## config.mk

```make
export PLATFORM = sky130hd
export DESIGN_NAME = cuenta_puntos_bcd_multi
export DESIGN_NICKNAME = d
export VERILOG_FILES = /design/src/rtl/cuenta_puntos_bcd_multi.sv
export SDC_FILE = /design/constraint.sdc
export NUM_CORES = 1
export LEC_CHECK = 0
export BUFFER_PORTS_ARGS = -buffer_cell sky130_fd_sc_hd__buf_2
export CAP_MARGIN = 20
export CORE_UTILIZATION = 52
export CTS_CLUSTER_DIAMETER = 200
export DETAILED_ROUTE_END_ITERATION = 8
export PLACE_DENSITY = 0.74
export SYNTH_ARGS = -nofsm -noshare
export SYNTH_HDL_FRONTEND = slang
export SYNTH_SLANG_ARGS = --single-unit
```

## constraint.sdc

```tcl
create_clock -name iClk -period 3.6 [get_ports iClk]
set_clock_uncertainty 0.15 [all_clocks]
set_input_delay 0.36 -clock iClk [delete_from_list [all_inputs] [get_ports iClk]]
set_output_delay 0.36 -clock iClk [all_outputs]
set_load 0.02 [all_outputs]
```

## src/rtl/cuenta_puntos_bcd_multi.sv

```systemverilog
// Multi-player BCD score counter: serial one-point-per-clock adds under a busy
// handshake, sticky per-player saturation at all-nines, and a high-score register.
module cuenta_puntos_bcd_multi #(
  parameter int NUM_DIGITS  = 4,
  parameter int NUM_PLAYERS = 2,
  parameter int STEP_W      = 4,
  localparam int PSEL_W     = (NUM_PLAYERS > 1) ? $clog2(NUM_PLAYERS) : 1
) (
  input  logic                                iClk,
  input  logic                                iReset_n,
  input  logic                                iClear,
  input  logic                                iEnableContar,
  input  logic [PSEL_W-1:0]                   iPlayer,
  input  logic [STEP_W-1:0]                   iPuntos,
  output logic [4*NUM_DIGITS*NUM_PLAYERS-1:0] oNumero,
  output logic [4*NUM_DIGITS-1:0]             oRecord,
  output logic                                oBusy,
  output logic [NUM_PLAYERS-1:0]              oSaturado,
  output logic                                oNuevoRecord
);

  localparam int SW = 4 * NUM_DIGITS;

  typedef enum logic [1:0] {IDLE = 2'd0, ADD = 2'd1, CHECK = 2'd2} state_t;

  state_t                           state_r, next_state_s;
  logic [NUM_PLAYERS-1:0][SW-1:0]   scores_r;
  logic [SW-1:0]                    record_r;
  logic [PSEL_W-1:0]                player_r;
  logic [STEP_W-1:0]                remaining_r;
  logic [NUM_PLAYERS-1:0]           sat_r;
  logic                             busy_r;
  logic                             new_rec_r;
  logic [SW-1:0]                    cur_score_s;
  logic                             player_ok_s;
  logic                             accept_s;
  logic                             inc_s;
  logic                             sat_s;
  logic                             upd_s;

  // Ripple BCD increment: a 9 wraps to 0 and carries into the next digit.
  function automatic logic [SW-1:0] bcd_inc(input logic [SW-1:0] v);
    logic          carry;
    logic [3:0]    d;
    logic [SW-1:0] r;
    r     = v;
    carry = 1'b1;
    for (int i = 0; i < NUM_DIGITS; i++) begin
      d = v[4*i +: 4];
      if (carry && (d == 4'd9)) begin
        r[4*i +: 4] = 4'd0;
      end else if (carry) begin
        r[4*i +: 4] = d + 4'd1;
        carry       = 1'b0;
      end else begin
        r[4*i +: 4] = d;
      end
    end
    return r;
  endfunction

  function automatic logic all_nines(input logic [SW-1:0] v);
    return (v == {NUM_DIGITS{4'h9}});
  endfunction

  assign player_ok_s = ({{(32-PSEL_W){1'b0}}, iPlayer} < 32'(NUM_PLAYERS));

  // Select the score of the latched player.
  always_comb begin
    cur_score_s = '0;
    for (int p = 0; p < NUM_PLAYERS; p++) begin
      cur_score_s = (player_r == PSEL_W'(p)) ? scores_r[p] : cur_score_s;
    end
  end

  // Next-state and datapath control decode.
  always_comb begin
    next_state_s = state_r;
    accept_s     = 1'b0;
    inc_s        = 1'b0;
    sat_s        = 1'b0;
    upd_s        = 1'b0;
    if (iClear) begin
      next_state_s = IDLE;
    end else begin
      case (state_r)
        IDLE: begin
          if (iEnableContar && (iPuntos != '0) && player_ok_s) begin
            accept_s     = 1'b1;
            next_state_s = ADD;
          end else begin
            next_state_s = IDLE;
          end
        end
        ADD: begin
          if (all_nines(cur_score_s)) begin
            sat_s        = 1'b1;
            next_state_s = CHECK;
          end else if (remaining_r == STEP_W'(1)) begin
            inc_s        = 1'b1;
            next_state_s = CHECK;
          end else begin
            inc_s        = 1'b1;
            next_state_s = ADD;
          end
        end
        CHECK: begin
          // Valid BCD digits order the same as their packed binary value.
          upd_s        = (cur_score_s > record_r);
          next_state_s = IDLE;
        end
        default: next_state_s = IDLE;
      endcase
    end
  end

  // State register and registered busy flag.
  always_ff @(posedge iClk or negedge iReset_n) begin
    if (!iReset_n) begin
      state_r <= IDLE;
      busy_r  <= 1'b0;
    end else begin
      state_r <= next_state_s;
      busy_r  <= (next_state_s != IDLE);
    end
  end

  // Scores, request bookkeeping, saturation flags and high score.
  always_ff @(posedge iClk or negedge iReset_n) begin
    if (!iReset_n) begin
      scores_r    <= '0;
      record_r    <= '0;
      player_r    <= '0;
      remaining_r <= '0;
      sat_r       <= '0;
      new_rec_r   <= 1'b0;
    end else if (iClear) begin
      scores_r    <= '0;
      player_r    <= '0;
      remaining_r <= '0;
      sat_r       <= '0;
      new_rec_r   <= 1'b0;
    end else begin
      new_rec_r <= upd_s;
      if (accept_s) begin
        player_r    <= iPlayer;
        remaining_r <= iPuntos;
      end
      if (inc_s) begin
        remaining_r <= remaining_r - STEP_W'(1);
      end
      if (sat_s) begin
        remaining_r <= '0;
      end
      for (int p = 0; p < NUM_PLAYERS; p++) begin
        if (inc_s && (player_r == PSEL_W'(p))) scores_r[p] <= bcd_inc(cur_score_s);
        if (sat_s && (player_r == PSEL_W'(p))) sat_r[p]    <= 1'b1;
      end
      if (upd_s) begin
        record_r <= cur_score_s;
      end
    end
  end

  assign oNumero      = scores_r;
  assign oRecord      = record_r;
  assign oBusy        = busy_r;
  assign oSaturado    = sat_r;
  assign oNuevoRecord = new_rec_r;

endmodule

```

==> run metrics <==
status=complete, no violations; slowest cell on the critical path=dfrtp_2; Mapped Cells=just over 400; Synth area leaders=dfrtp_1, ha_1, nand2_1; routability cong.=about 0.86; IO Port Bufs=60; Num CTS Buffers=9; cell taking the most area after synthesis=dfrtp_1; Max Fclk=307.1 MHz; period utilisation layout=0.9046; Layout area overhead=15.42%; row count=30; reg-to-reg slack, setup=340 ps; first-pass GRT wire length=around 15000 um; Core ar.=~6900 um2; min Tclk post-route=3256 ps; crit path cell chain=mux2i_1 > inv_1 > ha_1 > nand4_1 > nor4_1 > buf_4 > a22o_1 > o21a_1 > a221o_1; Seq cells post-synth=approximately 60; CP delay by family, top=compound AO/OA/AOI/OAI gates; total power=0.001429 W; nets@finish=just over 500; Yosys warnings=0; num ports=between 60 and 70; GRT overflow=0; pin count of the biggest net entering global routing=between 40 and 50; Post-CTS Setup Repair Bufs=0; ys flop type=dfrtp_1; Commonest cells post-synth=dfrtp_1, nand2_1, nor2_1, inv_1, ha_1; Worst VDD drop=0.3022 mV; n_diodes=0; Initial DRC Count=~260; initial core utilization=0.5498; layout cell share with drive strength beyond 1=0.2328; Max-Cap Viols=0; worst path bufs/invs=2; RSZ-0062 raised after global routing=no; DIE HEIGHT=87.46 um; Yosys top cell area share=0.3888; ANT nets after route=0; setup violators final=0; CP required=3720 ps; Global Route Usage Sum=0.2619; Syn Area/Cell=slightly above 9 um2; crit-path max FO=17; static leakage=around 2.2 nW; Worst-Skew Late Latency=between 300 and 400 ps; Setup CP Type=reg -> reg; maximum clock path buffer count=2; Die Width=just under 90 um; Reg clk slew, reported paths=roughly 60 ps; setup tns final=0 ps; Post-synth EDFFs=0; total detailed-routing wirelength=9290 um; Post-Syn Nets=about 450; Avg WL per Cell=between 15 and 20 um; H-tree depth=3; WP data arrival=about 3400 ps; vias=about 3400; CP Capture Type=register; Post-synth ARST share=1.000; Avg Vias per Cell=between 5 and 6; dpl hpwl=between 6000 and 7000 um; clock sinks=just under 60; Seq/Total Area, Yosys=0.3888; Root Buffer Master=clkbuf_8; initial antenna violation count=0; Worst Tran Pin Value=741.7 ps; CP peak stage delay=between 500 and 600 ps; pwr dens=between 300 and 400 nW/um2; Pins Over Slew Limit=0; endpoints failing hold=0; drt drc=0; top-count cell post-synth=dfrtp_1; Yosys cell types=between 50 and 60; Startpoint Class=register; die area=~7600 um2; Mapped Area=between 3000 and 4000 um2; vias in the first global route=3239; HP Class=in -> reg; detailed-router iteration count before antenna repair=5; slew margin rel.=0.5055; CTS tree=built
==> final timing paths <==
| path | start | depth (start not counted) | to |
|---|---|---|---|
| min in group asynchronous | iReset_n | 2 | oRecord[3] |
| worst min-delay path | iPuntos[3] | 3 | remaining_r[3] |
| worst max-delay path | player_r | 9 | oRecord[8] |
| worst max register to register | player_r | 9 | oRecord[8] |
| worst min register to register | oRecord[6] | 1 | oRecord[6] |
| max in group asynchronous | iReset_n | 3 | player_r |
==> kinds of logic after synthesis <==
logic type	count (synthesis)	share of synthesized area
and+or+nand+nor	144	0.1954
AOI/OAI and AO/OA	109	0.2043
DFF	59	0.3888
buffers and inverters	54	0.06392
adders and majority gates	26	0.08567
muxes	18	0.05502
xor gates and xnor gates	3	0.006921
==> stage by stage <==
step | worst slack, ps | hold slack, ps | instance area [um2] | cells | utilization
finish | 343.6 | 134.6 | 4383 | 577 | 0.6346
global route | 112.9 | 143.2 | 4383 | 577 | 0.6346
CTS | 143.0 | 126.0 | 4382 | 577 | 0.6344
detailed placement | 167.8 | 306.7 | 4199 | 560 | 0.6080
global placement | 273.8 | 296.2 | 4199 | 560 | 0.6080
floorplan | 267.0 | -85.59 | 3797 | 413 | -
==> placed cells by master, fill, tap and decap left out, types with 6 or more instances in the layout <==
cell	n
buf_4	13
inv_1	31
a221o_1	17
nand2_1	47
o22ai_1	19
buf_2	60
mux2i_1	6
clkbuf_8	11
o21ai_0	18
nand3b_1	10
dfrtp_1	58
mux2_2	10
nor3_1	18
nor2_1	35
a21oi_1	20
ha_1	26
a21o_1	9
==> repair_timing <==
item,in CTS,in global routing
hold endpoints to repair,30,0
resized for setup,0,1
setup endpoints to repair,0,16
hold buffers,1,0
==> power by group <==
group	internal, W	switching, W
combinational	0.0000663	0.000113
clock	0.000286	0.000254
sequential	0.000681	0.0000275
total	0.00103	0.000395
==> worst min-delay path: cells and delay by family <==
| family | cells | cell delay [ps] |
|---|---|---|
| AOI/OAI and AO/OA | 1 | 70 |
| buffers and inverters | 1 | 90 |
| and+or+nand+nor | 1 | 70 |
==> final cells by class <==
| cell class | count | area (um2) |
|---|---|---|
| Clock buffer | 14 | 162.7 |
| Clock inverter | 2 | 10.01 |
| Fill cell | 620 | 2524 |
| Inverter | 32 | 122.6 |
| Multi-Input combinational cell | 300 | 2082 |
| Sequential cell | 59 | 1478 |
| Tap cell | 96 | 120.1 |
| Timing Repair Buffer | 74 | 407.9 |
==> metal layers <==
layer | global-route usage | share of wire | up-vias
li1 | - | - | 1626
met1 | 0.3492 | 0.46 | 1657
met2 | 0.4190 | 0.47 | 94
met3 | 0.05592 | 0.047 | 14
met4 | 0.09538 | 0.019 | 0
met5 | 0 | 0 | -
==> state kept, by name, indices dropped and copies added, names as in the netlist <==
name	count
oNumero	32
oBusy	1
player_r	1
oNuevoRecord	1
oRecord	16
oSaturado	2
state_r	2
remaining_r	4
(Power assumes the default switching activity.)
